`src/rtl/lcd_ctrl.sv`:
```
// HD44780-style character-LCD write sequencer: turns a strobed command/data byte from the core's
// LCD I/O register into RS/DATA/EN bus timing plus the execution wait, with a one-entry request buffer.
module lcd_ctrl #(
  parameter int SETUP_CYC = 2,
  parameter int EN_CYC    = 12,
  parameter int HOLD_CYC  = 2,
  parameter int EXEC_CYC  = 2500,
  parameter int LONG_CYC  = 82000,
  parameter int PWRUP_CYC = 750000,
  parameter int CNT_W     = 20
) (
  input  logic        i_clk,
  input  logic        i_reset,
  input  logic [31:0] i_io_lcd,
  output logic [7:0]  o_lcd_data,
  output logic        o_lcd_rs,
  output logic        o_lcd_rw,
  output logic        o_lcd_en,
  output logic        o_lcd_on,
  output logic [31:0] o_lcd_status
);

  localparam longint MAXV = (longint'(1) << CNT_W) - 1;

  if (SETUP_CYC < 1 || SETUP_CYC > MAXV || EN_CYC < 1 || EN_CYC > MAXV ||
      HOLD_CYC < 1 || HOLD_CYC > MAXV || EXEC_CYC < 1 || EXEC_CYC > MAXV ||
      LONG_CYC < 1 || LONG_CYC > MAXV || PWRUP_CYC < 1 || PWRUP_CYC > MAXV) begin : g_param_chk
    $error("lcd_ctrl: a *_CYC parameter does not fit in CNT_W bits");
  end

  localparam logic [CNT_W-1:0] L_SETUP = CNT_W'(SETUP_CYC - 1);
  localparam logic [CNT_W-1:0] L_EN    = CNT_W'(EN_CYC - 1);
  localparam logic [CNT_W-1:0] L_HOLD  = CNT_W'(HOLD_CYC - 1);
  localparam logic [CNT_W-1:0] L_EXEC  = CNT_W'(EXEC_CYC - 1);
  localparam logic [CNT_W-1:0] L_LONG  = CNT_W'(LONG_CYC - 1);
  localparam logic [CNT_W-1:0] L_PWRUP = CNT_W'(PWRUP_CYC - 1);

  typedef enum logic [2:0] {
    S_PWRUP = 3'd0,
    S_IDLE  = 3'd1,
    S_SETUP = 3'd2,
    S_PULSE = 3'd3,
    S_HOLD  = 3'd4,
    S_EXEC  = 3'd5
  } state_t;

  state_t           r_state, w_state_nxt;
  logic [CNT_W-1:0] r_timer;
  logic [CNT_W-1:0] w_lim;
  logic             w_last;
  logic [7:0]       r_data;
  logic             r_rs;
  logic             r_en;
  logic             r_on;
  logic             r_strobe_q;
  logic             r_pend_vld;
  logic             r_pend_rs;
  logic [7:0]       r_pend_byte;
  logic             r_overrun;
  logic             w_req;
  logic             w_long;
  logic             w_take_pend;
  logic             w_take_req;
  logic             w_pend_load;
  logic             w_drop;
  logic             w_unused;

  assign w_unused = ^{i_io_lcd[29:11], i_io_lcd[9]};

  // Edge-detect the strobe; strobe_q resets high so a strobe held through reset is not a request.
  assign w_req = i_io_lcd[8] & ~r_strobe_q;

  // Clear and return-home commands need the long execution wait.
  assign w_long = ~r_rs & ((r_data == 8'h01) | (r_data == 8'h02) | (r_data == 8'h03));

  always_comb begin
    w_lim = '0;
    case (r_state)
      S_PWRUP: w_lim = L_PWRUP;
      S_SETUP: w_lim = L_SETUP;
      S_PULSE: w_lim = L_EN;
      S_HOLD:  w_lim = L_HOLD;
      S_EXEC:  w_lim = w_long ? L_LONG : L_EXEC;
      default: w_lim = '0;
    endcase
  end

  assign w_last = (r_timer == w_lim);

  always_comb begin
    w_state_nxt = r_state;
    w_take_pend = 1'b0;
    w_take_req  = 1'b0;
    case (r_state)
      S_PWRUP: if (w_last) w_state_nxt = S_IDLE;
      S_IDLE: begin
        if (r_pend_vld) begin
          w_state_nxt = S_SETUP;
          w_take_pend = 1'b1;
        end else if (w_req) begin
          w_state_nxt = S_SETUP;
          w_take_req  = 1'b1;
        end
      end
      S_SETUP: if (w_last) w_state_nxt = S_PULSE;
      S_PULSE: if (w_last) w_state_nxt = S_HOLD;
      S_HOLD:  if (w_last) w_state_nxt = S_EXEC;
      S_EXEC: begin
        if (w_last) begin
          if (r_pend_vld) begin
            w_state_nxt = S_SETUP;
            w_take_pend = 1'b1;
          end else begin
            w_state_nxt = S_IDLE;
          end
        end
      end
      default: w_state_nxt = S_PWRUP;
    endcase
  end

  // A request that is not started directly goes to the buffer if it is free or being drained now.
  assign w_pend_load = w_req & ~w_take_req & (~r_pend_vld | w_take_pend);
  assign w_drop      = w_req & ~w_take_req & r_pend_vld & ~w_take_pend;

  always_ff @(posedge i_clk) begin
    if (!i_reset) begin
      r_state     <= S_PWRUP;
      r_timer     <= '0;
      r_data      <= '0;
      r_rs        <= 1'b0;
      r_en        <= 1'b0;
      r_on        <= 1'b0;
      r_strobe_q  <= 1'b1;
      r_pend_vld  <= 1'b0;
      r_pend_rs   <= 1'b0;
      r_pend_byte <= '0;
      r_overrun   <= 1'b0;
    end else begin
      r_strobe_q <= i_io_lcd[8];
      r_on       <= i_io_lcd[31];
      r_state    <= w_state_nxt;
      r_en       <= (w_state_nxt == S_PULSE);

      if (w_state_nxt != r_state || w_state_nxt == S_IDLE) r_timer <= '0;
      else                                                 r_timer <= r_timer + 1'b1;

      if (w_take_pend) begin
        r_rs   <= r_pend_rs;
        r_data <= r_pend_byte;
      end else if (w_take_req) begin
        r_rs   <= i_io_lcd[10];
        r_data <= i_io_lcd[7:0];
      end

      r_pend_vld <= w_pend_load | (r_pend_vld & ~w_take_pend);
      if (w_pend_load) begin
        r_pend_rs   <= i_io_lcd[10];
        r_pend_byte <= i_io_lcd[7:0];
      end

      if (w_drop)            r_overrun <= 1'b1;
      else if (i_io_lcd[30]) r_overrun <= 1'b0;
    end
  end

  assign o_lcd_data   = r_data;
  assign o_lcd_rs     = r_rs;
  assign o_lcd_rw     = 1'b0;
  assign o_lcd_en     = r_en;
  assign o_lcd_on     = r_on;
  assign o_lcd_status = {29'b0, r_overrun, r_pend_vld, (r_state != S_IDLE)};

endmodule

```
`config.mk`:
```
export PLATFORM = sky130hd
export DESIGN_NAME = lcd_ctrl
export DESIGN_NICKNAME = d
export VERILOG_FILES = /design/src/rtl/lcd_ctrl.sv
export SDC_FILE = /design/constraint.sdc
export NUM_CORES = 1
export LEC_CHECK = 0
export ABC_AREA = 1
export BUFFER_PORTS_ARGS = -buffer_cell sky130_fd_sc_hd__buf_4
export CORE_ASPECT_RATIO = 0.7
export CORE_UTILIZATION = 53
export DETAILED_ROUTE_END_ITERATION = 16
export MAX_ROUTING_LAYER = met4
export PLACE_DENSITY = 0.81
export SETUP_SLACK_MARGIN = 0.5
export SYNTH_ARGS = -nofsm -noshare
export SYNTH_HDL_FRONTEND = slang
export SYNTH_SLANG_ARGS = --single-unit
```
`constraint.sdc`:
```
create_clock -name i_clk -period 2.7 [get_ports i_clk]
set_input_delay 0.27 -clock i_clk [delete_from_list [all_inputs] [get_ports i_clk]]
set_output_delay 0.27 -clock i_clk [all_outputs]
set_load 0.005 [all_outputs]
```
==> metrics.md, run 1 <==
| Metric | Value |
|---|---|
| Status | finished, final reports clean |
| Endpoints failing hold | 0 |
| Slew Viols, Final | 0 |
| Core area | 0.004966 sq mm |
| Wire length per cell | 13.95 um |
| Worst slew pin tran | roughly 0.73 ns |
| Number of global-route vias before repair | 2312 |
| CP startpoint kind | flop |
| FF-to-FF path depth | 18 |
| Internal power of the cells | 1.026 mW |
| Bufs and invs on worst path | 2 |
| Row cnt | 21 |
| Combinational Power Share | 0.104 |
| # diodes | 0 |
| Final period util | 0.8796 |
| Slowest cell delay on critical path | roughly 0.4 ns |
| Routed WL | 7267 um |
| Setup WS pre-CTS | 0.1693 ns |
| #FFs+latches synth | 46 |
| Largest net degree at the start of global routing | 16 |
| Clock Skew | 0.004983 ns |
| Starting Density | 0.5697 |
| H-tree levels | 2 |
| Clk_lat worst skew | 0.31 ns |
| Routed vias/inst | 5.205 |
| Reg clk slew, reported paths | 0.09 ns |
| Vias | 2712 |
| Hold worst-path end | o_lcd_on$_SDFF_PN0_ |
| Initial DRC count | 243 |
| Gate Count Post-Synth | 406 |
| Cts bufs inserted | 5 |
| P&R area growth vs syn | 26.67% |
| Final Power | 1.379 mW |
| Reg2Reg Setup Slack | approximately 0.33 ns |
| Part of the power in the clock network | 0.387 |
| Reg-to-Reg End | r_timer[7]$_SDFF_PP0_ |
| Fill cells | 370 |
| Total gr overflow | 0 |
| Fraction of registers with async set/reset | 0 |
| WS Path Type | flop to flop |
| Residual DRC | 0 |
| Min-Delay Path Class | input pin to flop |
| Crit end category | flop |
| First-pass GRT wire length | 10430 um |
| CTS tree | built |
| Cell Chain, Critical Path | nor2_4, nand4_1, nand2_2, inv_2, nor2_2, nand3_1, nor2_1, nand2_1, nor2_4, nand3_2, nand3_2, nand2_2, nand2_2, nand2_2, nor2_4, nand2_8, clkbuf_16, nor2_2 |
| CP max-delay cell | dfxtp_4 |
| Ys flop type | dfxtp_1 |
| TritonRoute pass-1 iters | 5 |
| Worst EP required | 2.96 ns |
| Final number of setup-violating endpoints | 0 |
| Reg-to-Reg Start | r_state[0]$_SDFF_PN0_ |
| Clock Root Buffer | clkbuf_8 |
| Post-route ant nets | 0 |
| Hold path cells | 3 |
| Antenna violations before repair | 0 |
| CP most frequent cell | nand2_2 |
| FF/Latch Area | 942.2 sq um |
| Syn_area_per_cell | 6.968 sq um |
| Worst Hold Margin | approximately 0.14 ns |
| Die area | 0.005638 sq mm |
| Worst-path maximum fanout | 6 |
| Critical Path AT | ~2.6 ns |
| Max-Cap Viols | 0 |
| Die Span Y | roughly 63 um |
| RSZ-0062 raised after global routing | yes |
| Switch Pwr | around 0.35 mW |
| Maximum vdd ir drop | between 300 and 400 uV |
| RePlAce Congestion | 0.8965 |
| Pleak | 1.439 nW |
| Yosys warns | 0 |
| Period minus WS final | about 2.4 ns |
| IO buf count | 27 |
| Netlist Area Pre-Place | 0.002829 sq mm |
| Ratio of cells with drive above 1 in the final layout | 0.3518 |
| Cell variety after synth | 30 |
| Fmax | 0.4211 GHz |
| Delay-heaviest family, CP | simple AND/OR/NAND/NOR gates |
| Clock sinks | 46 |
| Slew Limit Headroom | 0.5148 |
| Final WS setup | 0.3251 ns |
| Flop pwr share | 0.509 |
| PD cells | 384.9 mW/mm^2 |
| All-Layer GR Usage | 0.2468 |
| Layout Nets | 486 |
| CTS Hold Bufs | 0 |
| Hold path startpoint | i_io_lcd[31] |
| EDFF count, synth | 0 |
| Io pins | 78 |
| DP HPWL | about 4200 um |
| Layout Utilization | 0.7216 |
| Clk buf depth | 2 |
| Sw frac | 0.2562 |
| Die X | 89.32 um |
| Multi-input gate area | 0.001758 sq mm |
| Seq/Total Area, Yosys | 0.3255 |
| TNS Setup | 0 ns |
cell usage in the layout (no fill, tap or decap), drive strengths merged:
master    synthesis  final
a21oi            17     17
a31oi             5      5
buf              40     51
bufinv            0      1
clkbuf            3      6
clkinvlp          0      2
conb              1     30
dfxtp            46     46
ha                1      1
inv              53     53
nand2            87     87
nand3            46     46
nand3b            2      2
nand4             6      6
nor2             59     59
nor3              4      4
nor4              1      1
o21ai            16     16
or2               1      1
xnor2             2      2
xor2             16     16
timing repair:
action | in CTS | in global routing
pin swaps | 4 | 13
setup endpoints to repair | 38 | 38
buffers inserted | 15 | 4
endpoints found under the hold margin | 0 | 0
resized for setup | 42 | 54
gates cloned | 2 | 1
through the flow:
stage / cell area [sq um] / instances
5_1_grt: 3583 / 521
3_3_place_gp: 2930 / 491
2_1_floorplan: 2938 / 435
3_5_place_dp: 2930 / 491
4_1_cts: 3327 / 516
6_report: 3583 / 521
tightest hold or removal path: stages:
cell and delay [ns]:
buf_4 0.08, nand2_1 0.04, inv_1 0.04
how the worst max path moves through the flow:
stage                     startpoint                     to  slack, ns  cells past startpoint
3_3_place_gp   r_state[0]$_SDFF_PN0_  r_timer[2]$_SDFF_PP0_       0.24                     20
5_1_grt        r_state[0]$_SDFF_PN0_  r_timer[7]$_SDFF_PP0_       0.15                     19
6_report       r_state[0]$_SDFF_PN0_  r_timer[7]$_SDFF_PP0_       0.33                     18
2_1_floorplan  r_state[2]$_SDFF_PN0_  r_timer[2]$_SDFF_PP0_       0.65                     22
4_1_cts        r_state[1]$_SDFF_PN0_  r_timer[2]$_SDFF_PP0_       0.42                     19
3_5_place_dp   r_state[0]$_SDFF_PN0_  r_timer[2]$_SDFF_PP0_       0.17                     20
layout make-up:
class,count,area share
Clock buffer,5,0.01920
Sequential cell,46,0.2629
Tap cell,69,0.02409
Timing Repair Buffer,52,0.1316
Inverter,53,0.05901
Multi-Input combinational cell,293,0.4906
Clock inverter,3,0.01257
cells in the mapped netlist (2+ instances only):
master    instances  area [sq um]
inv_2             4         15.01
nor3_1            3         15.01
a31oi_1           5         31.28
nand2_4           2         22.52
nand3b_1          2         15.01
nor2_2           25         156.4
xor2_1           16         140.1
o21ai_0          16         80.08
nand4_1           6         37.54
nand2_1          75         281.5
dfxtp_1          46         920.9
buf_4            33         247.7
clkbuf_1          3         11.26
a21oi_1          17         85.08
buf_6             6         67.56
nor2_1           33         123.9
nand3_1          43         215.2
nand2_2          10         62.56
nand3_2           3         30.03
xnor2_1           2         17.52
inv_1            47         176.4
power by group through the flow:
stage,clock network [mW],registers (mW),logic (mW)
2_1_floorplan,0,0.716,0.101
3_3_place_gp,0,0.719,0.0966
3_5_place_dp,0,0.720,0.0987
4_1_cts,0.532,0.702,0.119
5_1_grt,0.578,0.705,0.157
6_report,0.533,0.703,0.143
cells by family (layout without fill, tap and decap cells):
| group | count (synthesis) | in the layout | synth area share |
|---|---|---|---|
| buffers and inverters | 96 | 113 | 0.1902 |
| xor gates and xnor gates | 18 | 18 | 0.05573 |
| adders and majority gates | 1 | 1 | 0.004422 |
| DFF | 46 | 46 | 0.3255 |
| other | 1 | 30 | 0.001326 |
| and+or+nand+nor | 206 | 206 | 0.3534 |
| AOI/OAI and AO/OA | 38 | 38 | 0.06944 |
routing by layer:
layer | part of all wire | up-vias | track usage | wire [um]
met2 | 0.46 | 153 | 0.3464 | 3325
li1 | - | 1306 | - | -
met3 | 0.082 | 24 | 0.05374 | 595
met5 | 0 | - | - | 0
met4 | 0.020 | 0 | 0.09127 | 144
met1 | 0.44 | 1229 | 0.3449 | 3202
sequential cells by signal, summed over array words and instances (netlist names):
register,count
r_overrun,1
o_lcd_rs,1
r_state,3
r_pend_byte,8
o_lcd_en,1
r_pend_rs,1
r_pend_vld,1
o_lcd_on,1
r_timer,20
r_strobe_q,1
o_lcd_data,8
No activity file was read; power rests on OpenSTA's default activity.
==> inputs of run 2 (changes only) <==
--- a/config.mk
+++ b/config.mk
@@ -5,13 +5,13 @@
 export SDC_FILE = /design/constraint.sdc
 export NUM_CORES = 1
 export LEC_CHECK = 0
-export ABC_AREA = 1
 export BUFFER_PORTS_ARGS = -buffer_cell sky130_fd_sc_hd__buf_4
 export CORE_ASPECT_RATIO = 0.7
-export CORE_UTILIZATION = 53
+export CORE_MARGIN = 2
+export CORE_UTILIZATION = 52
 export DETAILED_ROUTE_END_ITERATION = 16
 export MAX_ROUTING_LAYER = met4
-export PLACE_DENSITY = 0.81
+export PLACE_DENSITY = 0.8
 export SETUP_SLACK_MARGIN = 0.5
 export SYNTH_ARGS = -nofsm -noshare
 export SYNTH_HDL_FRONTEND = slang
==> run 2 against run 1 <==
Setup slack better by 0.086 ns. Critical endpoint is now o_lcd_data[3]$_SDFFE_PN0P_. Sequential share of layout area is 4.1 points higher. Clock-buffer cell count stayed put. Worst hold slack better by 0.028 ns. First-iteration DRC count is 38% lower. Synthesized cell count is 22% lower. Area after synthesis is 6.4% lower. Clock power is 2% lower.
==> metrics.md, run 2 <==
| Metric | Value |
|---|---|
| Status | finished, final reports clean |
| CTS Hold Bufs | 0 (unchanged) |
| Most common cell in the netlist | dfxtp_1 |
| Placed cell count | 402 (-18%) |
| Vias | 2159 (-20%) |
| Reg-to-Reg End | o_lcd_data[3]$_SDFFE_PN0P_ |
| Maximum vdd ir drop | 217.0 uV (-28%) |
| Ratio of cells with drive above 1 in the final layout | 0.1983 (-0.1535) |
| Reg2Reg Setup Slack | 0.41 ns (+0.09 ns) |
| EDFF count, synth | 0 (unchanged) |
| Clock sinks | 46 (unchanged) |
| Hold path cells | 2 (-1) |
| Io pins | 78 (unchanged) |
| Area share of fa/ha/maj cells after synthesis | 0.004726 (+0.0003031) |
| PD cells | 428.2 mW/mm^2 (+11%) |
| # diodes | 0 (unchanged) |
| Synth Area in Compound Gates | 0.1068 (+0.03737) |
| Initial DRC count | 151 (-38%) |
| Reg-to-Reg Start | o_lcd_data[4]$_SDFFE_PN0P_ |
| Post-synth top area cell | dfxtp_1 |
| TNS Setup | 0 ns (unchanged) |
| Syn_area_per_cell | 8.352 sq um (+20%) |
| Yosys warns | 0 (unchanged) |
| Antenna violations before repair | 0 (unchanged) |
| Fill cells | 408 (+10%) |
| Routed vias/inst | 5.177 (-0.54%) |
| Largest family of logic cells by synthesized area | simple AND/OR/NAND/NOR gates |
| Die area | 0.005687 sq mm (+0.87%) |
| Layout Nets | 382 (-21%) |
| Pleak | 1.411 nW (-2.0%) |
| Internal power of the cells | 1.000 mW (-2.5%) |
| Most frequent cells in the layout | dfxtp_1 (41), buf_4 (38), nor2_1 (32) |
| #FFs+latches synth | 46 (unchanged) |
| Residual DRC | 0 (unchanged) |
| Routed WL | 5434 um (-25%) |
| Clk buf depth | 2 (unchanged) |
| Reg clk slew, reported paths | 0.09 ns (about the same) |
| Period minus WS final | 2.289 ns (-0.08639 ns) |
| CTS tree | built |
| Critical Path AT | 2.48 ns (-0.15 ns) |
| Top post-synthesis cells by count | dfxtp_1 (46), buf_4 (34), nor2_1 (32) |
| Post-Synth Simple-Gate Area | 0.2599 (-0.09346) |
| Seq/Total Area, Yosys | 0.3478 (+0.02231) |
| First-pass GRT wire length | 9101 um (-13%) |
| Crit end category | flop |
| Final number of setup-violating endpoints | 0 (unchanged) |
| DP HPWL | 3732 um (-12%) |
| RSZ-0062 raised after global routing | yes |
| P&R area growth vs syn | 15.41% |
| Worst-path maximum fanout | 6 (unchanged) |
| Layout Utilization | 0.6320 (-0.08960) |
| Core area | 0.004835 sq mm (-2.6%) |
| Biggest register | r_timer |
| Cell Chain, Critical Path | nor3_2, o211ai_1, or3_1, a211oi_2, and4_4, o211ai_4, buf_6, mux2i_1 |
| H-tree levels | 2 (unchanged) |
| TritonRoute pass-1 iters | 4 (-1) |
| Fin cells | 417 (-20%) |
| Max FFs per register | 20 (unchanged) |
| Max-Cap Viols | 0 (unchanged) |
| Row cnt | 21 (unchanged) |
| Min-Delay Path Class | input pin to flop |
| Die X | 89.29 um (about the same) |
| Clock Root Buffer | clkbuf_8 |
| Cts bufs inserted | 5 (unchanged) |
| Worst EP required | 2.89 ns (-0.07 ns) |
| Clk_lat worst skew | 0.31 ns (about the same) |
| Endpoints failing hold | 0 (unchanged) |
| Netlist Area Pre-Place | 0.002648 sq mm (-6.4%) |
| FF-to-FF path depth | 8 (-10) |
| IO buf count | 27 (unchanged) |
| Slew Viols, Final | 0 (unchanged) |
| Part of the power in the clock network | 0.401 (+0.014) |
| Flop pwr share | 0.535 (+0.026) |
| Final period util | 0.8476 (-0.03199) |
| Switch Pwr | 0.3082 mW (-13%) |
| Number of global-route vias before repair | 1912 (-17%) |
| Synth Area in XOR/XNOR | 0.06947 (+0.01374) |
| All-Layer GR Usage | 0.2075 (-0.03933) |
| CP startpoint kind | flop |
| Clock Skew | 0.005852 ns (+0.0008690 ns) |
| Largest net degree at the start of global routing | 37 (+21) |
| Sw frac | 0.2355 (-0.02066) |
| Starting Density | 0.5476 (-0.02205) |
| Fraction of registers with async set/reset | 0 (unchanged) |
| Ys flop type | dfxtp_1 |
| Slowest cell delay on critical path | 0.37 ns (-0.03 ns) |
| CP max-delay cell | or3_1 |
| Wire length per cell | 13.03 um (-6.6%) |
| Hold path startpoint | i_io_lcd[8] |
| Mux share of post-synthesis cell area | 0.07940 (+0.07940) |
| Commonest non-fill, non-tap cell in the layout | dfxtp_1 |
| Hold worst-path end | r_strobe_q$_SDFF_PN1_ |
| Cell variety after synth | 48 (+60%) |
| Total gr overflow | 0 (unchanged) |
| WS Path Type | flop to flop |
| Post-route ant nets | 0 (unchanged) |
| RePlAce Congestion | 0.8458 (-5.7%) |
| Leading post-synthesis cells by cell area | dfxtp_1 (35%), buf_4 (9.6%), mux2i_1 (7.9%) |
| Gate Count Post-Synth | 317 (-22%) |
| Share of the synthesized area in the top cell type | 0.3478 (+0.02231) |
| Combinational Power Share | 0.064 (-0.040) |
| Fmax | 0.4370 GHz (+3.8%) |
| Die Span Y | 63.70 um (+0.91%) |
==> run 2: logic make-up after synthesis <==
group,count (synthesis)
xor gates and xnor gates,21
AOI/OAI and AO/OA,38
muxes,21
adders and majority gates,1
other,1
DFF,46
and+or+nand+nor,134
buffers and inverters,55
==> run 2: worst max-delay path by stage <==
stage	start	end	slack [ns]	cells after the start
after CTS	o_lcd_data[3]$_SDFFE_PN0P_	o_lcd_data[3]$_SDFFE_PN0P_	0.40	8
after global placement	o_lcd_data[4]$_SDFFE_PN0P_	o_lcd_data[3]$_SDFFE_PN0P_	0.20	8
after global routing	o_lcd_data[3]$_SDFFE_PN0P_	o_lcd_data[3]$_SDFFE_PN0P_	0.35	8
after floorplan	r_timer[2]$_SDFF_PP0_	r_pend_vld$_SDFF_PN0_	0.51	9
final	o_lcd_data[4]$_SDFFE_PN0P_	o_lcd_data[3]$_SDFFE_PN0P_	0.41	8
after detailed placement	o_lcd_data[4]$_SDFFE_PN0P_	o_lcd_data[3]$_SDFFE_PN0P_	0.15	8
==> run 2: per-layer routing <==
metal  GRT usage  share of wire  vias up
li1            -              -     1096
met1      0.3108           0.49      996
met2      0.2852           0.45       65
met3     0.03539          0.057        2
met4     0.05597         0.0053        0
met5           -              0        -
==> run 2: per-stage QoR <==
| stage | power [mW] | hold WS (ns) | setup slack, ns | area (sq um) |
|---|---|---|---|---|
| floorplan | 0.7977 | 0.3715 | 0.5107 | 2756 |
| global placement | 0.7918 | 0.4490 | 0.2042 | 2799 |
| detailed placement | 0.7940 | 0.4592 | 0.1544 | 2799 |
| CTS | 1.322 | 0.1573 | 0.3962 | 2987 |
| global route | 1.368 | 0.1536 | 0.3490 | 3055 |
| finish | 1.308 | 0.1657 | 0.4114 | 3055 |
==> run 2: cell type report <==
| class | count | area, sq um | area share |
|---|---|---|---|
| Multi-Input combinational cell | 245 | 1553 | 0.5082 |
| Sequential cell | 46 | 927.1 | 0.3034 |
| Timing Repair Buffer | 44 | 352.8 | 0.1155 |
| Tap cell | 69 | 86.33 | 0.02826 |
| Clock buffer | 5 | 68.82 | 0.02252 |
| Clock inverter | 3 | 45.04 | 0.01474 |
| Inverter | 5 | 22.52 | 0.007371 |
==> run 2: worst max-delay path, delay by kind of cell (launching register included) <==
kind	cells	cell delay, ns
AND/OR/NAND/NOR	3	0.93
AO/OA/AOI/OAI	3	0.59
buffers and inverters	1	0.18
flip-flops	1	0.35
multiplexers	1	0.12
==> run 2: repair_timing <==
action,4_1_cts,5_1_grt
gates cloned,1,0
pin swaps,2,2
endpoints found under the setup margin,43,44
setup buffers,4,2
resized for setup,11,11
==> run 2: power groups by stage <==
| stage | sequential (mW) | combinational [mW] | clock (mW) |
|---|---|---|---|
| after floorplan | 0.711 | 0.0872 | 0 |
| after global placement | 0.715 | 0.0765 | 0 |
| after detailed placement | 0.716 | 0.0782 | 0 |
| after CTS | 0.700 | 0.0810 | 0.541 |
| after global routing | 0.703 | 0.0953 | 0.570 |
| final | 0.700 | 0.0833 | 0.525 |
==> inputs of run 3 (changes only) <==
==> constraint.sdc (replaced) <==
create_clock -name i_clk -period 2.3 [get_ports i_clk]
set_input_delay 0.23 -clock i_clk [delete_from_list [all_inputs] [get_ports i_clk]]
set_output_delay 0.23 -clock i_clk [all_outputs]
set_load 0.005 [all_outputs]
==> run 3 against run 2 <==
The flow now finishes with violations (negative setup slack). Design area grew 6.5%. First-iteration DRC count grew 24%. Clock skew grew 0.0014 ns. Global-route usage grew 3.8 points. Clock power grew 18%. Sequential power grew 17%. Flip-flop and latch count is the same. Die area is the same. Total power grew 18%. Routed wire length grew 20%. Register-to-register slack lost 0.47 ns. Worst hold slack lost 0.039 ns.
==> metrics.md, run 3 (synthesized netlist as in run 2, its figures left out) <==
| Metric | Value |
|---|---|
| Layout Utilization | 0.6731 (+0.04115) |
| RSZ-0062 raised after global routing | yes |
| WS Path Type | flop to flop |
| Max FFs per register | 20 (unchanged) |
| TritonRoute pass-1 iters | 5 (+1) |
| Antenna violations before repair | 0 (unchanged) |
| Cell Chain, Critical Path | nor4_4, o211ai_1, buf_4, a221oi_2, a211oi_2, and4_4, buf_6, o31ai_4, buf_6, mux2i_2 |
| Flop pwr share | 0.530 (-0.005) |
| Period minus WS final | 2.355 ns (+0.06691 ns) |
| Bufs and invs on worst path | 3 (+2) |
| DP HPWL | 4012 um (+7.5%) |
| Max-Cap Viols | 0 (unchanged) |
| Clock sinks | 46 (unchanged) |
| CTS tree | built |
| PD cells | 475.5 mW/mm^2 (+11%) |
| IO buf count | 27 (unchanged) |
| Fill cells | 365 (-11%) |
| Combinational Power Share | 0.071 (+0.007) |
| Fmax | 0.4245 GHz (-2.8%) |
| Cts bufs inserted | 5 (unchanged) |
| Most frequent cells in the layout | buf_4 (43), dfxtp_1 (41), conb_1 (30) |
| Failing checks | negative setup slack |
| Final period util | 1.024 (+0.1765) |
| Row cnt | 21 (unchanged) |
| Sw frac | 0.2381 (+0.002502) |
| Total gr overflow | 0 (unchanged) |
| Initial DRC count | 187 (+24%) |
| Pleak | 1.455 nW (+3.1%) |
| Slowest cell delay on critical path | 0.34 ns (-0.03 ns) |
| RePlAce Congestion | 0.8364 (-1.1%) |
| Slew Viols, Final | 0 (unchanged) |
| Crit end category | flop |
| Clock Root Buffer | clkbuf_8 |
| Io pins | 78 (unchanged) |
| Final Power | 1.547 mW (+18%) |
| Reg clk slew, reported paths | 0.09 ns (about the same) |
| Met3 Wirelength | 534 um (+71%) |
| Ratio of cells with drive above 1 in the final layout | 0.2577 (+0.05943) |
| Worst EP required | 2.54 ns (-0.35 ns) |
| Delay-heaviest family, CP | compound AO/OA/AOI/OAI gates |
| Number of global-route vias before repair | 2150 (+12%) |
| Routed vias/inst | 5.502 (+6.3%) |
| Routed WL | 6522 um (+20%) |
| Largest net degree at the start of global routing | 37 (unchanged) |
| Part of the power in the clock network | 0.400 (about the same) |
| Layout Nets | 391 (+2.4%) |
| Vias | 2344 (+8.6%) |
| Met2 wire length | 2935 um (+21%) |
| Die Span Y | 63.70 um (unchanged) |
| Clk_lat worst skew | 0.31 ns (about the same) |
| CP startpoint kind | flop |
| Post-route ant nets | 0 (unchanged) |
| Residual DRC | 0 (unchanged) |
| Die X | 89.29 um (unchanged) |
| Critical Path AT | 2.59 ns (+0.11 ns) |
| H-tree levels | 2 (unchanged) |
| # diodes | 0 (unchanged) |
| First-pass GRT wire length | 10540 um (+16%) |
| Wire length per cell | 15.31 um (+17%) |
| Status | finished with violations |
| Clk buf depth | 2 (unchanged) |
| Max layer used | met4 |
| Min-Delay Path Class | input pin to flop |
| Internal power of the cells | 1.179 mW (+18%) |
| CP most frequent cell | buf_6 |
| Worst Hold Margin | 0.1263 ns (-0.03939 ns) |
| Setup WS pre-CTS | -0.1092 ns (-0.2636 ns) |
| P&R area growth vs syn | 22.92% |
| M1 wire length | 2886 um (+8.5%) |
| Die area | 0.005687 sq mm (unchanged) |
| All-Layer GR Usage | 0.2458 (+0.03828) |
| Core area | 0.004835 sq mm (unchanged) |
| Endpoints failing hold | 0 (unchanged) |
| Commonest non-fill, non-tap cell in the layout | buf_4 |
| CTS Hold Bufs | 0 (unchanged) |
| Clock Skew | 0.007269 ns (+0.001417 ns) |
| Worst-path maximum fanout | 5 (-1) |
| Biggest register | r_timer |
| Final WS setup | -0.05547 ns (-0.4669 ns) |
| Maximum vdd ir drop | 340.2 uV (+57%) |
| Final number of setup-violating endpoints | 9 (+9) |
| Starting Density | 0.5476 (unchanged) |
| Switch Pwr | 0.3684 mW (+20%) |
| CP max-delay cell | dfxtp_2 |
[run 3: cell types whose count changed in the layout (fill, tap and decap cells not counted), moves of 2 or more]
cell / previous run / this run
nor2_1: 32 / 26
buf_4: 38 / 43
nor2_4: 0 / 5
mux2i_1: 21 / 17
mux2i_2: 0 / 4
buf_12: 0 / 3
clkinvlp_4: 3 / 1
[run 3: layout make-up]
class,instances,area [sq um],share of cell area
flip-flops and latches,46,929.6,0.2857
clock buffers,5,68.82,0.02115
well taps,69,86.33,0.02653
clock inverters,3,43.79,0.01346
multi-input cells,245,1628,0.5002
inverters,5,22.52,0.006920
repair buffers,53,475.5,0.1461
[run 3: per-stage QoR]
stage	area [sq um]	TNS, ns	instances
detailed placement	2918	-1.702	412
finish	3254	-0.1980	426
floorplan	2790	0	346
global placement	2918	-0.1581	412
CTS	3162	-0.003347	424
global route	3254	-3.636	426
[run 3: timing repair]
action | CTS | global route
resized for setup | 26 | 15
pin swaps | 6 | 2
cloned | 1 | 1
setup endpoints to repair | 45 | 45
buffers inserted | 3 | 1
[run 3: power groups by stage]
| stage | clock, mW | sequential, mW | combinational [mW] |
|---|---|---|---|
| 3_5_place_dp | 0 | 0.839 | 0.0987 |
| 5_1_grt | 0.672 | 0.822 | 0.123 |
| 6_report | 0.619 | 0.820 | 0.109 |
| 3_3_place_gp | 0 | 0.838 | 0.0967 |
| 4_1_cts | 0.629 | 0.820 | 0.106 |
| 2_1_floorplan | 0 | 0.834 | 0.106 |
[run 3: final timing paths]
path	startpoint	slack, ns	depth (start not counted)	to
worst max-delay path	o_lcd_data[3]$_SDFFE_PN0P_	-0.06	10	r_pend_rs$_SDFFE_PN0P_
worst min-delay path	i_io_lcd[31]	0.13	2	o_lcd_on$_SDFF_PN0_
worst max register to register	o_lcd_data[3]$_SDFFE_PN0P_	-0.06	10	r_pend_rs$_SDFFE_PN0P_
worst min register to register	r_pend_byte[7]$_SDFFE_PN0P_	0.47	2	r_pend_byte[7]$_SDFFE_PN0P_
[run 3: worst register-to-register path, cell delays in order (launching register included)]
cell	delay (ns)
dfxtp_2	0.34
nor4_4	0.28
o211ai_1	0.19
buf_4	0.18
a221oi_2	0.24
a211oi_2	0.09
and4_4	0.22
buf_6	0.12
o31ai_4	0.23
buf_6	0.19
mux2i_2	0.21
[run 3: layer usage]
layer,vias up,GRT usage
met5,-,-
met2,136,0.3556
li1,1106,-
met3,20,0.06160
met4,0,0.1101
met1,1082,0.3221
